**config.mk**
```make
export PLATFORM = sky130hd
export DESIGN_NAME = rv32_hart_pc_sched
export DESIGN_NICKNAME = d
export VERILOG_FILES = /design/src/rtl/rv32_hart_pc_sched.sv
export SDC_FILE = /design/constraint.sdc
export NUM_CORES = 1
export LEC_CHECK = 0
export ABC_AREA = 1
export CAP_MARGIN = 15
export CELL_PAD_IN_SITES_DETAIL_PLACEMENT = 1
export CELL_PAD_IN_SITES_GLOBAL_PLACEMENT = 2
export CORE_ASPECT_RATIO = 1.4
export CORE_MARGIN = 3
export CORE_UTILIZATION = 34
export CTS_CLUSTER_SIZE = 8
export DETAILED_ROUTE_END_ITERATION = 6
export PLACE_DENSITY = 0.77
export SLEW_MARGIN = 0
export SYNTH_ARGS = -nofsm -noshare
export SYNTH_HDL_FRONTEND = slang
export SYNTH_SLANG_ARGS = --single-unit
```
**constraint.sdc**
```tcl
create_clock -name clk -period 4.2 [get_ports clk]
set_input_delay 1.26 -clock clk [delete_from_list [all_inputs] [get_ports clk]]
set_output_delay 1.26 -clock clk [all_outputs]
set_load 0.005 [all_outputs]
```
**src/rtl/rv32_hart_pc_sched.sv**
```systemverilog
// Per-hart PC sequencer for the barrel core: round-robin fetch issue over
// eligible harts, next-PC retire, and debug/boot PC override.
module rv32_hart_pc_sched #(
    parameter int unsigned     NUM_HARTS = 8,
    parameter int unsigned     HART_W    = $clog2(NUM_HARTS),
    parameter int unsigned     PC_W      = 32,
    parameter logic [PC_W-1:0] RESET_PC  = '0
) (
    input  logic                 clk,
    input  logic                 rst_n,
    input  logic [NUM_HARTS-1:0] hart_en,
    input  logic                 stall,
    output logic                 issue_valid,
    output logic [HART_W-1:0]    issue_hart,
    output logic [PC_W-1:0]      issue_pc,
    input  logic                 wb_valid,
    input  logic [HART_W-1:0]    wb_hart,
    input  logic                 wb_has_new_pc,
    input  logic [PC_W-1:0]      wb_next_pc,
    input  logic                 cfg_we,
    input  logic [HART_W-1:0]    cfg_hart,
    input  logic [PC_W-1:0]      cfg_pc,
    output logic [NUM_HARTS-1:0] inflight,
    output logic                 misalign_evt
);

    logic [PC_W-1:0]      r_pc [NUM_HARTS];
    logic [NUM_HARTS-1:0] r_inflight;
    logic [NUM_HARTS-1:0] r_discard;
    logic [HART_W-1:0]    r_rr_ptr;
    logic                 r_issue_valid;
    logic [HART_W-1:0]    r_issue_hart;
    logic [PC_W-1:0]      r_issue_pc;
    logic                 r_misalign;

    logic [NUM_HARTS-1:0] w_elig;
    logic                 w_found;
    logic [HART_W-1:0]    w_sel;
    logic                 w_issue;
    logic                 w_ret;
    logic                 w_ret_apply;
    logic [PC_W-1:0]      w_pc_nxt [NUM_HARTS];
    logic [NUM_HARTS-1:0] w_inf_nxt;
    logic [NUM_HARTS-1:0] w_dis_nxt;
    logic [PC_W-1:0]      w_wb_target;
    logic [PC_W-1:0]      w_cfg_target;
    logic                 w_unused_cfg_lsb;

    assign w_elig           = hart_en & ~r_inflight;
    assign w_issue          = w_found & ~stall;
    assign w_ret            = wb_valid & r_inflight[wb_hart];
    assign w_ret_apply      = w_ret & ~r_discard[wb_hart];
    assign w_wb_target      = {wb_next_pc[PC_W-1:2], 2'b00};
    assign w_cfg_target     = {cfg_pc[PC_W-1:2], 2'b00};
    assign w_unused_cfg_lsb = ^cfg_pc[1:0];

    // First eligible hart scanning upward from rr_ptr, wrapping.
    always_comb begin
        w_found = 1'b0;
        w_sel   = '0;
        for (int k = 0; k < NUM_HARTS; k++) begin
            if (!w_found && w_elig[HART_W'(r_rr_ptr + HART_W'(k))]) begin
                w_found = 1'b1;
                w_sel   = HART_W'(r_rr_ptr + HART_W'(k));
            end
        end
    end

    // Per-hart next state; override is applied last so it wins over retire.
    always_comb begin
        for (int h = 0; h < NUM_HARTS; h++) begin
            w_pc_nxt[h]  = r_pc[h];
            w_inf_nxt[h] = r_inflight[h];
            w_dis_nxt[h] = r_discard[h];
            if (w_ret && (wb_hart == HART_W'(h))) begin
                w_inf_nxt[h] = 1'b0;
                w_dis_nxt[h] = 1'b0;
                if (!r_discard[h]) begin
                    w_pc_nxt[h] = wb_has_new_pc ? w_wb_target : r_pc[h] + PC_W'(4);
                end
            end
            if (w_issue && (w_sel == HART_W'(h))) begin
                w_inf_nxt[h] = 1'b1;
            end
            if (cfg_we && (cfg_hart == HART_W'(h))) begin
                w_pc_nxt[h] = w_cfg_target;
                if (w_inf_nxt[h]) begin
                    w_dis_nxt[h] = 1'b1;
                end
            end
        end
    end

    always_ff @(posedge clk or negedge rst_n) begin
        if (!rst_n) begin
            for (int h = 0; h < NUM_HARTS; h++) begin
                r_pc[h] <= RESET_PC;
            end
            r_inflight    <= '0;
            r_discard     <= '0;
            r_rr_ptr      <= '0;
            r_issue_valid <= 1'b0;
            r_issue_hart  <= '0;
            r_issue_pc    <= '0;
            r_misalign    <= 1'b0;
        end else begin
            for (int h = 0; h < NUM_HARTS; h++) begin
                r_pc[h] <= w_pc_nxt[h];
            end
            r_inflight <= w_inf_nxt;
            r_discard  <= w_dis_nxt;
            r_misalign <= w_ret_apply & wb_has_new_pc & (|wb_next_pc[1:0]);
            if (w_issue) begin
                r_issue_valid <= 1'b1;
                r_issue_hart  <= w_sel;
                r_issue_pc    <= r_pc[w_sel];
                r_rr_ptr      <= HART_W'(w_sel + 1'b1);
            end else begin
                r_issue_valid <= 1'b0;
            end
        end
    end

    assign issue_valid  = r_issue_valid;
    assign issue_hart   = r_issue_hart;
    assign issue_pc     = r_issue_pc;
    assign inflight     = r_inflight;
    assign misalign_evt = r_misalign;

endmodule

```
==> impl_results.md <==
- Commonest non-fill, non-tap cell in the layout: nand2_1
- RD Place Congestion: 0.890
- Synthesized area: 22400 um2
- Hold violation count in the final report: 0
- Reg power frac: 24.0%
- Crit-path cells: inv_1, ha_1, inv_1, nand3_1, nand2_1, o21bai_1, nor2_4, nand2_1, nor2_1, nor3_2, buf_12, nand2_1, nand2_1, nand2_1, nand3_1
- Root Driver: clkbuf_16
- Layout cell share with drive strength beyond 1: under 10%
- Post-CTS sizing: 0
- Area growth syn-to-layout: 16.1%
- Tcrit/Tclk final: 92.1%
- Via Count: ~26k
- CP Max Fanout: 50
- Critical Path Start: r_rr_ptr[1]$_DFFE_PN0P_
- Power per cell area: between 800 and 900 nW/um2
- Clock sinks: slightly below 300
- Ant diodes: 0
- R2r startpoint: r_rr_ptr[1]$_DFFE_PN0P_
- Most used cell, CP: nand2_1
- Comb pwr share: ~61%
- Drt total wl: approximately 100000 um
- Placement Rows: 110
- Overflow after GRT: 0
- Drt drc: 0
- Hold_sp: issue_pc[30]$_DFFE_PN0P_
- Clock buffer count from CTS: 43
- Largest cells by area after synthesis: dfrtp_1 (33%), nand2_1 (17%), nand3_1 (9.4%)
- First-pass DRT Iterations: 5
- Critical path class: flop to flop
- Setup_tns: 0 ns
- Crit end category: flop
- Ys flop type: dfrtp_1
- Initial core utilization: 34.6%
- Clock tree buffer depth: 3
- Slew HR: 33.0%
- Antenna violations before repair: 1
- Post-synthesis register bit count: 294
- Largest net degree at the start of global routing: between 80 and 90
- Worst Path Required: between 4 and 5 ns
- Max stage delay on crit path: between 0.5 and 0.6 ns
- H-tree levels: 2
- Critical-path top delay cell: dfrtp_1
- Worst hold path class: flop to flop
- Setup violators final: 0
- GRT Total Usage: roughly 29%
- Max cap viols: 0
- Fmax: ~260 MHz
- RSZ-0062 raised after global routing: false
- Clock Skews: ~0.022 ns
- Synthesized area per cell: around 6.5 um2
- Setup Buffers After CTS: 0
- IO buf count: about 120
- Worst Path Arrival: 4.37 ns
- Seq/Total Area, Yosys: between 30% and 40%
- Clock power frac: between 10 and 15%
- Clock Latency Late Sink: a little under 0.6 ns
- Worst Setup Start Kind: flop
- Cells after Synth: 3435
- CTS tree: built
- Top cell type by total area after synthesis: dfrtp_1
- Synth warn: 0
- Final critical-path required period: approximately 3.9 ns
- Cts hold-fix bufs: 0
- Footprint of the multi-input gates: roughly 13000 um2
- Worst-margin pin slew: about 1 ns
- Die Ht: 310 um
- Async set-reset flop share out of synthesis: 100%
- Post-synth top area share: ~33%
- Fillers: slightly above 8k
- Vias in the first global route: 26.9k
- Seq. cell area: 7360 um2
- Final #Nets: ~3.6k
- Die X: between 200 and 250 um
- Commonest non-fill, non-tap cells in the layout: nand2_1 (1008), nand3_1 (421), o21ai_0 (316), dfrtp_1 (294), inv_1 (291)
- Netlist cell types: 54
- VDD IR max: a little under 1 mV
- Routed len/inst: approximately 24 um
- Die Area: 69000 um2
- Internal Power: ~10 mW
- DRT antenna net count: 0
- 1st-iter DRT viols: between 1.5k and 2k
- Fin area: ~26000 um2
- Core area: between 60000 and 70000 um2
- EDFF count, synth: 0
- Final worst slack: 0.331 ns
- CTS clock-pin slew for the worst setup and hold paths: around 0.050 ns
- DP Worst Slack: about 0.044 ns
- Slew Viols, Final: 0
- Placement Cell Area: roughly 25000 um2
- Detailed placement HPWL: about 75000 um
- Tot Pwr: between 20 and 25 mW
- Via/cell ratio: between 5 and 6
- Psw: 12.0 mW
- Outcome: completed
- Hold WS: between 0.4 and 0.5 ns
- # IOs: roughly 130
- Lkg Pwr: 11.9 nW
- Sw frac: a little over half
- First-pass GRT wire length: about 160000 um
-- metrics by stage --
stage / std cells / utilization, %
4_1_cts: 4335 / 40.2
3_5_place_dp: 4282 / 38.4
3_3_place_gp: 4282 / 38.4
6_report: 4335 / 40.2
5_1_grt: 4335 / 40.2
2_1_floorplan: 3436 / -
-- state kept, by name, summed over array words and instances (netlist names) --
name / flops
issue_hart: 3
r_discard: 8
issue_valid: 1
issue_pc: 30
r_pc: 240
r_rr_ptr: 3
inflight: 8
misalign_evt: 1
-- power groups by stage --
| stage | logic (mW) | registers [mW] | clock network (mW) |
|---|---|---|---|
| floorplan | 8.74 | 4.87 | 0 |
| global placement | 13.3 | 5.31 | 0 |
| detailed placement | 13.6 | 5.37 | 0 |
| CTS | 13.7 | 5.34 | 3.39 |
| global route | 15.2 | 5.53 | 3.49 |
| finish | 13.7 | 5.37 | 3.31 |
-- worst max-delay path, delay by kind of cell (launching register included) --
kind,cells,cell delay [ns]
DFF,1,0.59
and+or+nand+nor,10,1.56
adders and majority gates,1,0.56
buffers and inverters,3,0.72
AOI/OAI and AO/OA,1,0.33
-- cells in the mapped netlist, types with 12 or more instances --
cell type,instances
a31oi_1,25
nand3_1,421
xor2_1,52
nor3_1,64
ha_1,12
inv_1,294
o22ai_1,48
nor4_1,29
o21ai_0,316
nor2_1,174
o211ai_1,112
o311ai_0,12
nand2_1,1011
nand4_1,45
dfrtp_1,294
clkbuf_1,134
o221ai_1,39
buf_2,56
xnor2_1,12
a21oi_1,150
-- cell families after synthesis --
kind of cell | after synthesis | synth area share [%]
AO/OA/AOI/OAI | 761 | 20.3
XOR/XNOR | 66 | 2.65
adder cells (fa/ha/maj) | 12 | 0.671
buffers and inverters | 519 | 9.33
flip-flops | 294 | 32.9
other | 1 | 0.0168
AND/OR/NAND/NOR | 1782 | 34.2
-- layer usage --
layer / track usage (%) / vias up / part of all wire, %
met5: 0 / - / 0
met4: 12.2 / 0 / 4.1
met3: 3.45 / 195 / 5.0
met2: 51.1 / 718 / 49
met1: 36.1 / 12900 / 42
li1: - / 11800 / -
-- worst paths after layout --
path	end	slack, ns	depth (start not counted)
worst max-delay path	issue_pc[29]$_DFFE_PN0P_	0.33	15
worst min-delay path	issue_pc[30]$_DFFE_PN0P_	0.49	2
worst max register to register	issue_pc[29]$_DFFE_PN0P_	0.33	15
worst min register to register	issue_pc[30]$_DFFE_PN0P_	0.49	2
max in group asynchronous	issue_pc[27]$_DFFE_PN0P_	2.61	2
min in group asynchronous	r_pc[25]$_DFFE_PN0P_	0.73	1
-- area by class of cell --
type	instances	share of cell area (%)
repair buffers	215	8.57
multi-input cells	2623	50.1
clock buffers	52	4.43
flip-flops and latches	294	28.3
inverters	310	4.49
clock inverters	1	0.0193
well taps	840	4.04
Power figures use the tool's default switching activity.
